## config.mk

```make
export PLATFORM = sky130hd
export DESIGN_NAME = id_ex_stage
export DESIGN_NICKNAME = d
export VERILOG_FILES = /design/src/rtl/id_ex_stage.sv
export SDC_FILE = /design/constraint.sdc
export NUM_CORES = 1
export LEC_CHECK = 0
export ABC_AREA = 0
export CAP_MARGIN = 40
export CELL_PAD_IN_SITES_DETAIL_PLACEMENT = 1
export CELL_PAD_IN_SITES_GLOBAL_PLACEMENT = 1
export CORE_MARGIN = 8
export CORE_UTILIZATION = 26
export DETAILED_ROUTE_END_ITERATION = 8
export PLACE_DENSITY = 0.89
export SYNTH_ARGS = -nofsm -noshare
export SYNTH_HDL_FRONTEND = slang
export SYNTH_SLANG_ARGS = --single-unit
export TNS_END_PERCENT = 30
```

## constraint.sdc

```tcl
create_clock -name clk -period 2 [get_ports clk]
set_clock_uncertainty 0.1 [all_clocks]
set_input_delay 0.2 -clock clk [delete_from_list [all_inputs] [get_ports clk]]
set_output_delay 0.2 -clock clk [all_outputs]
set_load 0.05 [all_outputs]
```

## src/rtl/id_ex_stage.sv

```systemverilog
// -----------------------------------------------------------------------------
// id_ex_stage
//
// Purpose
//   Single-entry decode -> execute pipeline register with valid/ready
//   handshaking on both sides. It also handles three pipeline concerns:
//     * load-use hazard: a younger instruction that reads the destination of
//       a held load is not accepted. The load is released downstream on its
//       own, which leaves exactly one bubble, and each such bubble is counted.
//     * write-back bypass: a register-file write happening in the same cycle
//       as capture overrides the stale RD1/RD2 read data.
//     * held-entry refresh: while the entry is stalled, a write-back to one
//       of its source registers updates the held operand value.
//   A flush (branch redirect) kills the held entry and blocks capture of
//   the incoming instruction.
//
// Ports
//   clk, rst        : clock, synchronous active-high reset
//   in_*            : decoded instruction from decode/register file
//                     (valid/ready handshake)
//   wb_we/rd/wd     : write-back port of the register file (bypass source)
//   flush           : kill held and incoming instruction
//   out_*           : registered instruction towards execute
//                     (valid/ready handshake)
//   bubble_cnt      : saturating count of load-use bubbles inserted
// -----------------------------------------------------------------------------
module id_ex_stage #(
  parameter int CTRL_W = 16
) (
  input  logic              clk,
  input  logic              rst,

  // upstream (decode / register file)
  input  logic              in_valid,
  output logic              in_ready,
  input  logic [31:0]       in_pc,
  input  logic [4:0]        in_rs1,
  input  logic [4:0]        in_rs2,
  input  logic [4:0]        in_rd,
  input  logic [31:0]       in_rd1,
  input  logic [31:0]       in_rd2,
  input  logic [31:0]       in_imm,
  input  logic [CTRL_W-1:0] in_ctrl,
  input  logic              in_is_load,

  // write-back bypass
  input  logic              wb_we,
  input  logic [4:0]        wb_rd,
  input  logic [31:0]       wb_wd,

  // branch redirect
  input  logic              flush,

  // downstream (execute)
  output logic              out_valid,
  input  logic              out_ready,
  output logic [31:0]       out_pc,
  output logic [4:0]        out_rs1,
  output logic [4:0]        out_rs2,
  output logic [4:0]        out_rd,
  output logic [31:0]       out_rd1,
  output logic [31:0]       out_rd2,
  output logic [31:0]       out_imm,
  output logic [CTRL_W-1:0] out_ctrl,
  output logic              out_is_load,

  // statistics
  output logic [15:0]       bubble_cnt
);

  localparam logic [15:0] BUBBLE_MAX = 16'hFFFF;

  // ---------------------------------------------------------------------------
  // State
  // ---------------------------------------------------------------------------
  logic              valid_reg,   valid_next;
  logic [31:0]       pc_reg,      pc_next;
  logic [4:0]        rs1_reg,     rs1_next;
  logic [4:0]        rs2_reg,     rs2_next;
  logic [4:0]        rd_reg,      rd_next;
  logic [31:0]       rd1_reg,     rd1_next;
  logic [31:0]       rd2_reg,     rd2_next;
  logic [31:0]       imm_reg,     imm_next;
  logic [CTRL_W-1:0] ctrl_reg,    ctrl_next;
  logic              is_load_reg, is_load_next;
  logic [15:0]       bubble_cnt_reg, bubble_cnt_next;

  // ---------------------------------------------------------------------------
  // Handshake and hazard detection
  // ---------------------------------------------------------------------------
  logic hazard;
  logic fire_in;
  logic fire_out;
  logic bubble_evt;

  // The incoming instruction reads the register that the held load has not
  // produced yet. x0 never creates a dependency.
  assign hazard = in_valid & valid_reg & is_load_reg & (rd_reg != 5'd0) &
                  ((rd_reg == in_rs1) | (rd_reg == in_rs2));

  assign in_ready = (~valid_reg | out_ready) & ~hazard & ~flush;

  assign fire_in  = in_valid & in_ready;
  assign fire_out = valid_reg & out_ready;

  // A bubble is the load leaving while its consumer is held back upstream.
  // A flush on the same edge kills the pipeline contents anyway, so that
  // edge is not counted as a load-use bubble.
  assign bubble_evt = hazard & fire_out & ~flush;

  // ---------------------------------------------------------------------------
  // Operand forwarding from the write-back port.
  // Index 0 is the rs1/RD1 operand and index 1 is the rs2/RD2 operand. The
  // same forwarding rule is used on the capture path (incoming operands) and
  // on the refresh path (operands of the held entry).
  // ---------------------------------------------------------------------------
  logic              wb_live;
  logic [1:0][4:0]   in_src;
  logic [1:0][4:0]   held_src;
  logic [1:0][31:0]  in_data;
  logic [1:0][31:0]  held_data;
  logic [1:0]        in_hit;
  logic [1:0]        held_hit;
  logic [1:0][31:0]  cap_data;
  logic [1:0][31:0]  ref_data;

  // A write to x0 is architecturally discarded, so it must never forward.
  assign wb_live = wb_we & (wb_rd != 5'd0);

  assign in_src    = {in_rs2,  in_rs1};
  assign held_src  = {rs2_reg, rs1_reg};
  assign in_data   = {in_rd2,  in_rd1};
  assign held_data = {rd2_reg, rd1_reg};

  genvar gi;
  generate
    for (gi = 0; gi < 2; gi++) begin : g_operand
      assign in_hit[gi]   = wb_live & (wb_rd == in_src[gi]);
      assign held_hit[gi] = wb_live & (wb_rd == held_src[gi]);
      assign cap_data[gi] = in_hit[gi]   ? wb_wd : in_data[gi];
      assign ref_data[gi] = held_hit[gi] ? wb_wd : held_data[gi];
    end
  endgenerate

  // ---------------------------------------------------------------------------
  // Next-state logic. Priority: flush > capture > release/hold.
  // Reset has the highest priority and is applied in the register process.
  // ---------------------------------------------------------------------------
  always_comb begin
    valid_next   = valid_reg;
    pc_next      = pc_reg;
    rs1_next     = rs1_reg;
    rs2_next     = rs2_reg;
    rd_next      = rd_reg;
    rd1_next     = rd1_reg;
    rd2_next     = rd2_reg;
    imm_next     = imm_reg;
    ctrl_next    = ctrl_reg;
    is_load_next = is_load_reg;

    if (flush) begin
      // Kill the entry. The payload stays untouched; it is meaningless
      // while the entry is empty.
      valid_next = 1'b0;
    end else if (fire_in) begin
      valid_next   = 1'b1;
      pc_next      = in_pc;
      rs1_next     = in_rs1;
      rs2_next     = in_rs2;
      rd_next      = in_rd;
      rd1_next     = cap_data[0];
      rd2_next     = cap_data[1];
      imm_next     = in_imm;
      ctrl_next    = in_ctrl;
      is_load_next = in_is_load;
    end else begin
      // The entry was not replaced this edge, so keep its operands coherent
      // with the register file. If the entry leaves on this edge, the
      // refreshed copy is never observed as valid.
      if (valid_reg) begin
        rd1_next = ref_data[0];
        rd2_next = ref_data[1];
      end
      if (fire_out) begin
        valid_next = 1'b0;
      end
    end
  end

  // The counter saturates so a long run never reports a small count.
  always_comb begin
    bubble_cnt_next = bubble_cnt_reg;
    if (bubble_evt && (bubble_cnt_reg != BUBBLE_MAX)) begin
      bubble_cnt_next = bubble_cnt_reg + 16'd1;
    end
  end

  // ---------------------------------------------------------------------------
  // Registers
  // ---------------------------------------------------------------------------
  always_ff @(posedge clk) begin
    if (rst) begin
      valid_reg      <= 1'b0;
      pc_reg         <= '0;
      rs1_reg        <= '0;
      rs2_reg        <= '0;
      rd_reg         <= '0;
      rd1_reg        <= '0;
      rd2_reg        <= '0;
      imm_reg        <= '0;
      ctrl_reg       <= '0;
      is_load_reg    <= 1'b0;
      bubble_cnt_reg <= '0;
    end else begin
      valid_reg      <= valid_next;
      pc_reg         <= pc_next;
      rs1_reg        <= rs1_next;
      rs2_reg        <= rs2_next;
      rd_reg         <= rd_next;
      rd1_reg        <= rd1_next;
      rd2_reg        <= rd2_next;
      imm_reg        <= imm_next;
      ctrl_reg       <= ctrl_next;
      is_load_reg    <= is_load_next;
      bubble_cnt_reg <= bubble_cnt_next;
    end
  end

  // ---------------------------------------------------------------------------
  // Outputs (all registered)
  // ---------------------------------------------------------------------------
  assign out_valid   = valid_reg;
  assign out_pc      = pc_reg;
  assign out_rs1     = rs1_reg;
  assign out_rs2     = rs2_reg;
  assign out_rd      = rd_reg;
  assign out_rd1     = rd1_reg;
  assign out_rd2     = rd2_reg;
  assign out_imm     = imm_reg;
  assign out_ctrl    = ctrl_reg;
  assign out_is_load = is_load_reg;
  assign bubble_cnt  = bubble_cnt_reg;

endmodule

```

==> results_dict.tcl <==
set metrics [dict create \
    critPathCaptureType "flop" \
    die_w_um 185 \
    max_slew_margin 0.619 \
    postCtsHoldBufs 0 \
    totalWireLength_um 37300 \
    finalPower_w 0.0103 \
    start_util 0.261 \
    p_leak_nw 5.44 \
    nFillCells 3124 \
    cts-buffers-inserted 17 \
    finalSetupViolCount 176 \
    yosys_warnings 0 \
    cts_tree "done" \
    grt_overflow_total 0 \
    hold_class "in2reg" \
    yosysMostFrequentCell "dfxtp_1" \
    wl_met1_um 14000 \
    grt_pass1_wl_um 51800 \
    postRouteAntennaNets 0 \
    detail_route.wl_per_cell_um 22.8 \
    track_usage 0.196 \
    hold_ws_ps 64.1 \
    synth_top_area_frac 0.478 \
    synth_common_cells "177 x dfxtp_1, 134 x nor2_1, 98 x mux2i_1" \
    tightest_slew_ps 570 \
    antenna_found_initial 1 \
    cts.sinks 177 \
    syn-num-nets 1001 \
    core_mm2 0.0284 \
    post_dp_cell_area_mm2 0.0124 \
    yosysSeqAreaShare 0.478 \
    drt_first_pass_iters 4 \
    yosys.area.top_type "dfxtp_1" \
    clk_pin_slew_ps 80 \
    synthFlopType "dfxtp_1" \
    area_growth_pct 89.4 \
    drc 0 \
    via_count 8070 \
    grt_max_degree 59 \
    criticalPathCategory "reg2reg" \
    cp.arrival_ps 2740 \
    rsz0062_at_grt "yes" \
    dr.max_layer_used "met4" \
    cts_max_level 4 \
    min_period_over_period 1.27 \
    synth-edff-count 0 \
    routed-wl-met2_um 19500 \
    layout-drive-gt1-share 0.235 \
    violations "setup timing" \
    synth_cell_types 52 \
    drt-initial-drc-count 418 \
    post-route-util 0.494 \
    wl_met3_um 2540 \
    async_flop_share 0 \
    final_area_mm2 0.0140 \
    worst_slack_ps -545 \
    hold_viol 0 \
    die_y_um 185 \
    cp_max_fo 8 \
    hpwl_um 26800 \
    cts_root_buf "clkbuf_16" \
    io_buffers 380 \
    setup_tns_ps -69500 \
    clockBufferDepth 2 \
    dieArea_mm2 0.0342 \
    mappedNetlistArea_mm2 0.00741 \
    gp_congestion 0.824 \
    synthCells 797 \
    slew_viol_final 0 \
    num_rows 62 \
    max-vdd-ir-drop_mv 0.506 \
    synth_seq_cells 177 \
    insertion_delay_ps 430 \
    fin_nets 1444 \
    cellPowerDensity_mw_per_mm2 737 \
    startpoint_type "flop" \
    grt_pass1_vias 8892 \
    yosys-top-cells-area "dfxtp_1 48%, mux2i_1 13%, nor2_1 6.8%" \
    maxCapViolCount 0 \
    status "finished with violations" \
    fmax_mhz 393 \
    io_pins 381 \
    fin_crit_ps 2540 \
    worstPathRequired_ps 2200 \
    avgViaCountPerCell 4.93 \
    syn_avg_cell_area_um2 9.30 \
]
through the flow:
stage | setup slack (ps) | std cells
2_1_floorplan | -286 | 797
3_3_place_gp | -611 | 1582
3_5_place_dp | -732 | 1582
4_1_cts | -560 | 1623
5_1_grt | -636 | 1638
6_report | -545 | 1638
final timing paths:
| path | from | endpoint | slack, ps | cells past startpoint |
|---|---|---|---|---|
| max reg2reg | out_rd[4] | out_pc[28] | -540 | 8 |
| min reg2reg | bubble_cnt[4] | bubble_cnt[4] | 400 | 2 |
| min | rst | bubble_cnt[8] | 60 | 2 |
| max | out_rd[4] | out_pc[28] | -540 | 8 |
layer usage:
metal  GRT usage  vias to the layer above
met5           0                        -
met4      0.0797                        0
met3      0.0616                       66
met2       0.361                      295
met1       0.204                     4008
li1            -                     3701
cells by family after synthesis:
group	share of synthesized area
compound gates	0.133
mux	0.134
fa+ha+maj	0.00169
xor+xnor	0.0426
flops	0.478
simple gates	0.163
buf+inv	0.0469
placed cells by master, fill, tap and decap left out, types with 6 or more instances in the layout:
cell type          n
a21oi_1           39
a22oi_1           12
mux2i_1           86
xor2_1             9
a311oi_2          13
clkbuf_16         28
dlygate4sd2_1     16
nand3_1           36
a22oi_2           23
buf_6             13
a311oi_1          15
nor2_2            11
nand2_4            8
clkdlybuf4s50_1  342
a21oi_2            6
dfxtp_2           17
and3_1             6
mux2i_2           10
buf_16             6
buf_4             69
nor2_1           118
dlymetal6s2s_1    10
nand3_2           12
dfxtp_1          155
xnor2_1           24
nand2_1           46
nand2_2            9
buf_12            16
or3_1              6
layout make-up:
| class | instances | area (um2) | share of cell area |
|---|---|---|---|
| clock inverters | 15 | 216 | 0.0154 |
| inverters | 5 | 18.8 | 0.00134 |
| diodes | 1 | 2.50 | 0.000178 |
| multi-input cells | 554 | 4160 | 0.297 |
| flip-flops and latches | 177 | 3580 | 0.255 |
| repair buffers | 485 | 5140 | 0.367 |
| well taps | 384 | 480 | 0.0342 |
| clock buffers | 17 | 425 | 0.0303 |
report_power, final:
| part | internal, W | leakage (nW) | switching [W] | total, W |
|---|---|---|---|---|
| combinational | 0.00124 | 3.66 | 0.00156 | 0.00280 |
| clock | 0.00195 | 0.313 | 0.00174 | 0.00369 |
| sequential | 0.00372 | 1.46 | 0.000139 | 0.00386 |
worst max-delay path, stage by stage (launching register included):
cell      delay (ps)
dfxtp_4          350
or4_4            570
o2111a_2         300
buf_6            140
a21oi_4          240
buf_12           220
buf_16           160
mux2i_1          250
nor2_1            70
timing repair:
| action | in CTS | in global routing |
|---|---|---|
| setup endpoints to repair | 190 | 183 |
| gates resized for setup | 68 | 97 |
| hold endpoints to repair | 0 | 0 |
| buffers inserted | 6 | 3 |
| gates cloned | 3 | 12 |
| pin swaps | 40 | 45 |
(Power assumes the default switching activity.)
